File: src/rtl/im_access_ctrl_pkg.sv
// Shared definitions for the instruction-memory access controller:
// FSM state encoding, read-owner tag encoding and default bus widths.
package im_access_ctrl_pkg;

    localparam int AW_DEF = 10;  // word address, byte addr[11:2] of a 4 KB memory
    localparam int DW_DEF = 32;

    typedef enum logic {
        BOOT = 1'b0,
        RUN  = 1'b1
    } state_t;

    // Which requester owns the read currently in flight.
    typedef enum logic {
        OWN_IF = 1'b0,
        OWN_LD = 1'b1
    } owner_t;

endpackage

File: src/rtl/im_access_ctrl_if.sv
// Bundle of the three buses around the controller: IF-stage fetch port,
// loader/debug port and the single synchronous-read memory port.
// Modports:
//   slave  - controller view (takes requests, drives the memory port)
//   master - environment view (IF stage, loader and memory model)
interface im_access_ctrl_if #(
    parameter int AW = 10,
    parameter int DW = 32
);
    // fetch port
    logic          if_req;
    logic [AW-1:0] if_addr;
    logic          if_stall;
    logic          if_valid;
    logic [DW-1:0] if_rdata;
    // loader port
    logic          ld_req;
    logic          ld_we;
    logic [AW-1:0] ld_addr;
    logic [DW-1:0] ld_wdata;
    logic          ld_done;
    logic          ld_gnt;
    logic          ld_valid;
    logic [DW-1:0] ld_rdata;
    // run gate for the pipeline
    logic          cpu_run;
    // memory port
    logic          mem_en;
    logic          mem_we;
    logic [AW-1:0] mem_addr;
    logic [DW-1:0] mem_wdata;
    logic [DW-1:0] mem_rdata;

    modport slave (
        input  if_req, if_addr, ld_req, ld_we, ld_addr, ld_wdata, ld_done, mem_rdata,
        output if_stall, if_valid, if_rdata, ld_gnt, ld_valid, ld_rdata, cpu_run,
               mem_en, mem_we, mem_addr, mem_wdata
    );

    modport master (
        output if_req, if_addr, ld_req, ld_we, ld_addr, ld_wdata, ld_done, mem_rdata,
        input  if_stall, if_valid, if_rdata, ld_gnt, ld_valid, ld_rdata, cpu_run,
               mem_en, mem_we, mem_addr, mem_wdata
    );

endinterface

File: src/rtl/im_starve_cnt.sv
// Saturating up-counter with synchronous clear. Counts cycles the loader
// has been refused; at_max flags that the next loader request must win.
// Ports: clk, rst (sync, active high), clr (priority over en), en,
//        cnt (current count), at_max (cnt == STARVE_MAX).
module im_starve_cnt #(
    parameter int STARVE_MAX = 8,
    localparam int CW = $clog2(STARVE_MAX + 1)
) (
    input  logic          clk,
    input  logic          rst,
    input  logic          clr,
    input  logic          en,
    output logic [CW-1:0] cnt,
    output logic          at_max
);

    assign at_max = (cnt == CW'(STARVE_MAX));

    always_ff @(posedge clk) begin
        if (rst || clr)
            cnt <= '0;
        else if (en && !at_max)
            cnt <= cnt + 1'b1;
    end

endmodule

File: src/rtl/im_access_ctrl.sv
// Arbitrates the single port of a 1-cycle-latency instruction RAM between
// the IF stage (read only) and a loader/debug master (read/write).
// BOOT: loader owns the port, fetch is stalled. ld_done moves to RUN.
// RUN : fetch wins, except the loader is forced through after STARVE_MAX
//       consecutive refused cycles. Only rst returns to BOOT.
// Ports: clk, rst (sync, active high), bus (im_access_ctrl_if.slave).
module im_access_ctrl
    import im_access_ctrl_pkg::*;
#(
    parameter int AW         = AW_DEF,
    parameter int DW         = DW_DEF,
    parameter int STARVE_MAX = 8
) (
    input  logic              clk,
    input  logic              rst,
    im_access_ctrl_if.slave   bus
);

    localparam int CW = $clog2(STARVE_MAX + 1);

    state_t        state, state_nxt;
    owner_t        owner;
    logic          rd_pend;
    logic          if_gnt, ld_gnt, force_ld;
    logic          cnt_clr, cnt_en, at_max;
    logic [CW-1:0] starve_cnt;
    logic [AW-1:0] addr_sel;
    logic [DW-1:0] wdata_sel;

    // ---------------- state register ----------------
    always_ff @(posedge clk) begin
        if (rst)
            state <= BOOT;
        else
            state <= state_nxt;
    end

    // ---------------- next state ----------------
    always_comb begin
        state_nxt = state;
        if (state == BOOT && bus.ld_done)
            state_nxt = RUN;
    end

    // ---------------- grants ----------------
    always_comb begin
        force_ld = 1'b0;
        if_gnt   = 1'b0;
        ld_gnt   = 1'b0;
        if (state == BOOT) begin
            ld_gnt = bus.ld_req;
        end else begin
            force_ld = at_max && bus.ld_req;
            if_gnt   = bus.if_req && !force_ld;
            ld_gnt   = bus.ld_req && (!bus.if_req || force_ld);
        end
    end

    // Counter only runs while the loader is actually being refused in RUN.
    assign cnt_clr = (state == BOOT) || ld_gnt || !bus.ld_req;
    assign cnt_en  = !cnt_clr;

    im_starve_cnt #(.STARVE_MAX(STARVE_MAX)) u_starve (
        .clk    (clk),
        .rst    (rst),
        .clr    (cnt_clr),
        .en     (cnt_en),
        .cnt    (starve_cnt),
        .at_max (at_max)
    );

    // ---------------- memory port ----------------
    assign addr_sel  = ld_gnt ? bus.ld_addr  : bus.if_addr;
    assign wdata_sel = ld_gnt ? bus.ld_wdata : '0;

    assign bus.mem_en    = if_gnt || ld_gnt;
    assign bus.mem_we    = ld_gnt && bus.ld_we;
    assign bus.mem_addr  = addr_sel;
    assign bus.mem_wdata = wdata_sel;

    assign bus.if_stall = bus.if_req && !if_gnt;
    assign bus.ld_gnt   = ld_gnt;
    assign bus.cpu_run  = (state == RUN);

    // ---------------- read return ----------------
    always_ff @(posedge clk) begin
        if (rst) begin
            rd_pend <= 1'b0;
            owner   <= OWN_IF;
        end else begin
            rd_pend <= (if_gnt || ld_gnt) && !bus.mem_we;
            owner   <= ld_gnt ? OWN_LD : OWN_IF;
        end
    end

    // rst also masks the return combinationally, so a read whose data is
    // already coming back when reset arrives never produces a valid pulse.
    assign bus.if_valid = rd_pend && !rst && (owner == OWN_IF);
    assign bus.ld_valid = rd_pend && !rst && (owner == OWN_LD);
    assign bus.if_rdata = bus.mem_rdata;
    assign bus.ld_rdata = bus.mem_rdata;

    // starve_cnt is observed only through at_max here; keep it named for debug.
    logic unused_cnt;
    assign unused_cnt = ^starve_cnt;

endmodule

File: src/flat_wrapper.sv
// flat-port wrapper written by rule: the top's interface ports become plain ports
module im_access_ctrl_flat import im_access_ctrl_pkg::*;
#(
    parameter int AW         = AW_DEF,
    parameter int DW         = DW_DEF,
    parameter int STARVE_MAX = 8
)
  (clk, rst, bus_if_req, bus_if_addr, bus_ld_req, bus_ld_we, bus_ld_addr, bus_ld_wdata, bus_ld_done, bus_mem_rdata, bus_if_stall, bus_if_valid, bus_if_rdata, bus_ld_gnt, bus_ld_valid, bus_ld_rdata, bus_cpu_run, bus_mem_en, bus_mem_we, bus_mem_addr, bus_mem_wdata);
  im_access_ctrl_if #(.AW(AW), .DW(DW)) bus_i ();
  input  logic clk;
  input  logic rst;
  input wire logic [$bits(bus_i.if_req)-1:0] bus_if_req;
  input wire logic [$bits(bus_i.if_addr)-1:0] bus_if_addr;
  input wire logic [$bits(bus_i.ld_req)-1:0] bus_ld_req;
  input wire logic [$bits(bus_i.ld_we)-1:0] bus_ld_we;
  input wire logic [$bits(bus_i.ld_addr)-1:0] bus_ld_addr;
  input wire logic [$bits(bus_i.ld_wdata)-1:0] bus_ld_wdata;
  input wire logic [$bits(bus_i.ld_done)-1:0] bus_ld_done;
  input wire logic [$bits(bus_i.mem_rdata)-1:0] bus_mem_rdata;
  output wire logic [$bits(bus_i.if_stall)-1:0] bus_if_stall;
  output wire logic [$bits(bus_i.if_valid)-1:0] bus_if_valid;
  output wire logic [$bits(bus_i.if_rdata)-1:0] bus_if_rdata;
  output wire logic [$bits(bus_i.ld_gnt)-1:0] bus_ld_gnt;
  output wire logic [$bits(bus_i.ld_valid)-1:0] bus_ld_valid;
  output wire logic [$bits(bus_i.ld_rdata)-1:0] bus_ld_rdata;
  output wire logic [$bits(bus_i.cpu_run)-1:0] bus_cpu_run;
  output wire logic [$bits(bus_i.mem_en)-1:0] bus_mem_en;
  output wire logic [$bits(bus_i.mem_we)-1:0] bus_mem_we;
  output wire logic [$bits(bus_i.mem_addr)-1:0] bus_mem_addr;
  output wire logic [$bits(bus_i.mem_wdata)-1:0] bus_mem_wdata;
  assign bus_i.if_req = bus_if_req;
  assign bus_i.if_addr = bus_if_addr;
  assign bus_i.ld_req = bus_ld_req;
  assign bus_i.ld_we = bus_ld_we;
  assign bus_i.ld_addr = bus_ld_addr;
  assign bus_i.ld_wdata = bus_ld_wdata;
  assign bus_i.ld_done = bus_ld_done;
  assign bus_i.mem_rdata = bus_mem_rdata;
  assign bus_if_stall = bus_i.if_stall;
  assign bus_if_valid = bus_i.if_valid;
  assign bus_if_rdata = bus_i.if_rdata;
  assign bus_ld_gnt = bus_i.ld_gnt;
  assign bus_ld_valid = bus_i.ld_valid;
  assign bus_ld_rdata = bus_i.ld_rdata;
  assign bus_cpu_run = bus_i.cpu_run;
  assign bus_mem_en = bus_i.mem_en;
  assign bus_mem_we = bus_i.mem_we;
  assign bus_mem_addr = bus_i.mem_addr;
  assign bus_mem_wdata = bus_i.mem_wdata;
  im_access_ctrl #(.AW(AW), .DW(DW), .STARVE_MAX(STARVE_MAX)) u_core (.clk(clk), .rst(rst), .bus(bus_i));
endmodule
File: config.mk
export PLATFORM = sky130hd
export DESIGN_NAME = im_access_ctrl_flat
export DESIGN_NICKNAME = d
export VERILOG_FILES = /design/src/rtl/im_access_ctrl_pkg.sv /design/src/rtl/im_access_ctrl_if.sv /design/src/rtl/im_starve_cnt.sv /design/src/rtl/im_access_ctrl.sv /design/src/flat_wrapper.sv
export SDC_FILE = /design/constraint.sdc
export NUM_CORES = 1
export LEC_CHECK = 0
export ABC_AREA = 1
export CAP_MARGIN = 30
export CELL_PAD_IN_SITES_DETAIL_PLACEMENT = 0
export CELL_PAD_IN_SITES_GLOBAL_PLACEMENT = 2
export CORE_ASPECT_RATIO = 1.25
export CORE_MARGIN = 2
export CORE_UTILIZATION = 10
export CTS_CLUSTER_SIZE = 16
export DETAILED_ROUTE_END_ITERATION = 10
export GPL_TIMING_DRIVEN = 0
export PLACE_DENSITY = 0.95
export REMOVE_ABC_BUFFERS = 1
export SETUP_SLACK_MARGIN = 0.05
export SLEW_MARGIN = 25
export SYNTH_ARGS = -nofsm -noshare
export SYNTH_HDL_FRONTEND = slang
export SYNTH_SLANG_ARGS = --single-unit
File: constraint.sdc
create_clock -name clk -period 1.2 [get_ports clk]
set_input_delay 0.18 -clock clk [delete_from_list [all_inputs] [get_ports clk]]
set_output_delay 0.18 -clock clk [all_outputs]
set_load 0.01 [all_outputs]
# Word-level counts from Yosys, hierarchy flattened
# Cells that the tools add are included.
[totals] output_inout_bits=113 ff_bits=7 in_bits=90 elab_cells=37
[op_classes] bitwise_logic=2 add_sub_neg=1 n_reduce_logical=24 eq_ne=1 mux=5
[op_table] cell="2-to-1 mux 32 bit" n=1
[op_table] cell="logical AND 1 bit" n=11
[op_table] cell="2-to-1 mux 10 bit" n=1
[op_table] cell="zero test 1 bit" n=8
[op_table] cell="logical OR 1 bit" n=5
[op_table] cell="adder 4 x 1 -> 4 bit (second input constant)" n=1
[op_table] cell="== test 4 bit (second input constant)" n=1
[op_table] cell="2-to-1 mux 1 bit" n=3
[op_table] cell="inverter 1 bit" n=2

# Longest topological paths before layout
[depth] word_depth=9 ltp_mapped=8 mapped_depth_nobuf=7

# Cells and area by module
# A second synthesis with hierarchy kept.
[hier_totals] cells_unflattened=224 area_unflattened_um2=1283.7
[modules_own_cells] module="im_access_ctrl" area_each_um2=1059.8 cells_per_inst=191 seq_area_each_um2=60.1 n_inst=1
[modules_own_cells] module="im_starve_cnt" area_each_um2=224.0 cells_per_inst=33 seq_area_each_um2=80.1 n_inst=1

# Least setup slack after synthesis
# No wires, ideal clock.
[synth_path] path_type="register to output" from="register u_core.u_starve.cnt[0]" to="output port bus_mem_wdata[0]" path_buffers=1 slack_ns=-0.162 t_required_ns=1.020 stages_incl_launch_ff=8 arrival_ns=1.182 path_cell_list="dfxtp_1 -> inv_1 -> ha_1 -> nand3_2 -> a21oi_4 -> inv_2 -> buf_6 -> nor2_1"
[synth_via] elab_chain_cells=6
[synth_rtl] item="from (decl)" line="im_starve_cnt.sv:13" rtl="output logic [CW-1:0] cnt,"
[synth_rtl] item="from (signal assigned)" line="im_starve_cnt.sv:23" rtl="cnt <= cnt + 1'b1;"
[synth_rtl] item="== test 4 bit" line="im_starve_cnt.sv:17" rtl="assign at_max = (cnt == CW'(STARVE_MAX));"
[synth_rtl] item="logical AND 1 bit" line="im_access_ctrl.sv:53" rtl="force_ld = at_max && bus.ld_req;"
[synth_rtl] item="logical OR 1 bit" line="im_access_ctrl.sv:55" rtl="ld_gnt = bus.ld_req && (!bus.if_req || force_ld);"
[synth_rtl] item="logical AND 1 bit" line="im_access_ctrl.sv:55"
[synth_rtl] item="2-to-1 mux 1 bit" line="im_access_ctrl.sv:50" rtl="if (state == BOOT) begin"
[synth_rtl] item="2-to-1 mux 32 bit" line="im_access_ctrl.sv:74" rtl="assign wdata_sel = ld_gnt ? bus.ld_wdata : '0;"
[synth_rtl] item="to (decl)" line="flat_wrapper.sv:30" rtl="output wire logic [$bits(bus_i.mem_wdata)-1:0] bus_mem_wdata;"
# No other way between the ends.

# Worst setup path in the final report
[layout_path] from="register u_core.u_starve.cnt[0]" to="output port bus_mem_addr[5]"
[layout_via] elab_chain_cells=6
[layout_rtl] item="== test 4 bit" line="im_starve_cnt.sv:17"
[layout_rtl] item="logical AND 1 bit" line="im_access_ctrl.sv:53"
[layout_rtl] item="logical OR 1 bit" line="im_access_ctrl.sv:55"
[layout_rtl] item="logical AND 1 bit" line="im_access_ctrl.sv:55"
[layout_rtl] item="2-to-1 mux 1 bit" line="im_access_ctrl.sv:50"
[layout_rtl] item="2-to-1 mux 10 bit" line="im_access_ctrl.sv:73" rtl="assign addr_sel = ld_gnt ? bus.ld_addr : bus.if_addr;"
[layout_rtl] item="to (decl)" line="flat_wrapper.sv:29" rtl="output wire logic [$bits(bus_i.mem_addr)-1:0] bus_mem_addr;"
# No other way between the ends.

==> run summary <==
Outcome: finished, violations left
Violated checks: setup timing
Register-to-register path setup slack: -0.15 ns
Mean routed wirelength per cell: 15.1 µm
CP Max Fanout: 6
Core Region: 12200 µm²
Power Dens Cells: 688 nW/µm²
Final std cell area, no fill: 2090 µm²
Sequence of cells on the critical path: inv_2 -> ha_4 -> nand3_4 -> a21oi_4 -> buf_12 -> buf_8 -> nand2_1 -> nand2_1 -> buf_2
Final global-route overflow total: 0
Reported leakage power: 1.09 nW
Kind of end point of the critical path: primary output
Final worst setup slack: -0.479 ns
Setup violators final: 46
Worst endpoint data arrival time: 1.50 ns
Nets: 357
Drt first-iter violations: 44
Area grow syn2layout: 68.1%
Worst min path class: primary input to flop
Hold Violations, Final: 0
Initial antenna violation count: 1
Final WL: 6.47 mm
Setup slack at placement: -1.45 ns
Die W: 104 µm
Number of buffers inserted during clock tree synthesis: 3
Number of placed I/O pins: 203
RSZ-0062 raised after global routing: yes
Worst-case reg-to-reg path depth: 9
Remaining DRCs: 0
Critical path endpoint: bus_mem_addr[5]
Number of standard cells after synthesis: 214
Die footprint: 13400 µm²
Routability-driven placement congestion ratio: 0.650
Final period utilization: 140%
Post-synthesis instance area: 1240 µm²
Fraction of final layout cells with drive strength greater than 1: 37.9%
Top cells by area in the synthesized netlist: buf_4, inv_1, nor2_1, nand2_1, dfxtp_1
Worst setup path class: flop to primary output
Synthesized area divided by synthesized cell count: 5.82 µm²
Largest area contributor in the netlist: buf_4
FF+latch count, synth: 7
Worst path depth: 9
Filler cells: 1419
Final HPWL DP: 5.13 mm
Largest net degree at the start of global routing: 23
Stage delay of the slowest cell on the critical path: 0.32 ns
GRT Util Overall: 9.07%
Number of unique standard cell types used by synthesis: 16
Startpoint type of the worst setup path: flop
Final ANT Viol Nets: 0
Count of input and output buffers: 106
Number of global-route vias before repair: 1360
Fin. max-slew vios: 0
Upper clock frequency limit: 595 MHz
Maximum VDD drop: 340 µV
Overall via count from detail_route: 1419
Final worst clock skew: 0.00289 ns
Vert. Die Dim: 129 µm
Critical Path RT: 1.02 ns
Clock latency on the worst-skew pair: 0.24 ns
Sink count of the clock tree: 7
CTS clk-pin slew, worst paths: 0.04 ns
Proportion of netlist area held by the largest area contributor: 39.2%
Clock tree root buffer cell: clkbuf_16
Time the worst path needs with I/O delays and setup: 1.68 ns
Initial Util: 10.2%
Startpoint of the worst setup timing path: u_core.u_starve.cnt[0]
CP max-delay cell: dfxtp_2
Worst max-slew margin expressed relative to the limit: 87.1%
Number of maximum-capacitance constraint violations: 0
Syn. warnings: 0
Cell area reported after detailed placement: 1980 µm²
Capture instance of the worst register-to-register path: u_core.rd_pend
Average vias per placed instance: 3.31
Clock tree from TritonCTS: built
Cell class contributing the biggest share of worst-path delay: buffers and inverters
Top cell by count, worst path: nand2_1
Slew at the pin with the worst max-slew slack: 0.193 ns
Clock Path Buffers: 2
Buffering stage count on the worst path with inverters included: 4
Crit Reg-Reg Startpoint: u_core.u_starve.cnt[0]
Number of search-and-repair iterations in the first detailed-routing pass: 4
Depth of the CTS H-tree: 1
Global-route wire length before repair: 8.81 mm
Standard-cell row count: 45
Register area share after synthesis: 11.3%
## worst min path at each step
stage | startpoint | endpoint | slack, ns | cells past startpoint
floorplan | rst | u_core.bus.cpu_run | 0.25 | 1
global placement | bus_mem_rdata[28] | bus_ld_rdata[28] | 0.36 | 0
detailed placement | bus_mem_rdata[28] | bus_ld_rdata[28] | 0.36 | 0
CTS | rst | u_core.u_starve.cnt[0] | 0.35 | 2
global route | bus_mem_rdata[18] | bus_if_rdata[18] | 0.36 | 0
finish | rst | u_core.bus.cpu_run | 0.35 | 2
## synth_stat cells, drive strengths merged
cell type,instances
xor2,1
nand4,1
nand3,3
a21oi,3
inv,43
nand2,41
nor3,1
nor2,42
dfxtp,7
buf,69
o21a,1
ha,2
## worst register-to-register path: cells and delay by family (launching register included)
kind            cells  cell delay, ns
flops               1            0.32
compound gates      1            0.16
buf+inv             4            0.42
simple gates        3            0.23
fa+ha+maj           1            0.13
## cells in the final DEF (no fill, tap or decap)
| master | instances |
|---|---|
| dlymetal6s2s_1 | 2 |
| nand4_1 | 1 |
| nor2_4 | 4 |
| clkbuf_2 | 1 |
| ha_4 | 1 |
| clkinv_2 | 1 |
| xor2_1 | 1 |
| diode_2 | 1 |
| nand2_2 | 6 |
| clkdlybuf4s50_1 | 54 |
| ha_1 | 1 |
| buf_12 | 1 |
| a21oi_4 | 1 |
| inv_12 | 2 |
| buf_4 | 5 |
| nor2_1 | 23 |
| inv_2 | 5 |
| nand3_4 | 1 |
| dfxtp_2 | 4 |
| buf_2 | 40 |
| clkbuf_16 | 3 |
| nor2_2 | 15 |
| dlygate4sd2_1 | 1 |
| dfxtp_1 | 3 |
| buf_8 | 2 |
| nand2_1 | 35 |
| buf_6 | 8 |
| nand3_1 | 2 |
| o21a_1 | 1 |
| nor3_1 | 1 |
| inv_1 | 37 |
| a21oi_1 | 2 |
## registers in the layout, summed over array words and instances (netlist names)
name / cells
u_core.u_starve.cnt: 4
u_core.owner: 1
u_core.bus.cpu_run: 1
u_core.rd_pend: 1
## power by group
part           internal, W  total, W  switching, W
registers         0.000243  0.000249    0.00000600
clock network     0.000438  0.000578      0.000140
logic             0.000337  0.000614      0.000276
total              0.00102   0.00144      0.000422
## routing by layer
metal  share of wire, %  global-route usage, %
met2                 37                   10.6
met5               0.84                   3.57
met4               0.73                   1.67
met1                 40                   10.7
met3                 22                   9.88
## cells by family after synthesis
family,share of synthesized area (%)
AND/OR/NAND/NOR,27.5
flip-flops,11.3
buffers and inverters,55.8
adder cells (fa/ha/maj),2.01
AO/OA/AOI/OAI,2.71
XOR/XNOR,0.704
## timing repair
| item | in CTS | in global routing |
|---|---|---|
| pin swaps | 6 | 7 |
| setup endpoints to repair | 55 | 52 |
| hold buffers | 0 | 0 |
| buffers inserted | 5 | 2 |
| endpoints found under the hold margin | 0 | 0 |
| cloned | 2 | 0 |
| resized for setup | 235 | 27 |
## layout make-up
class,instances,area [µm²],area share [%]
antenna,1,2.50,0.120
multi-input combinational,95,513,24.5
tap,164,205,9.80
timing repair inverter,1,16.3,0.777
clock buffer,3,75.1,3.59
sequential,7,145,6.93
inverter,43,174,8.31
timing repair buffer,114,957,45.7
clock inverter,1,5.00,0.239
## metrics by stage
stage               power (W)  setup TNS (ns)  hold slack [ns]  cells  utilization (%)
global placement     0.000860          -60.97            0.360    415             16.3
global route          0.00153          -22.75            0.360    428             17.2
finish                0.00144          -19.43            0.352    429             17.2
detailed placement   0.000863          -61.79            0.360    415             16.3
CTS                   0.00144          -20.88            0.347    426             16.6
floorplan            0.000434          -18.43            0.252    145                -
Note: power is estimated with default switching activity, not from simulation.
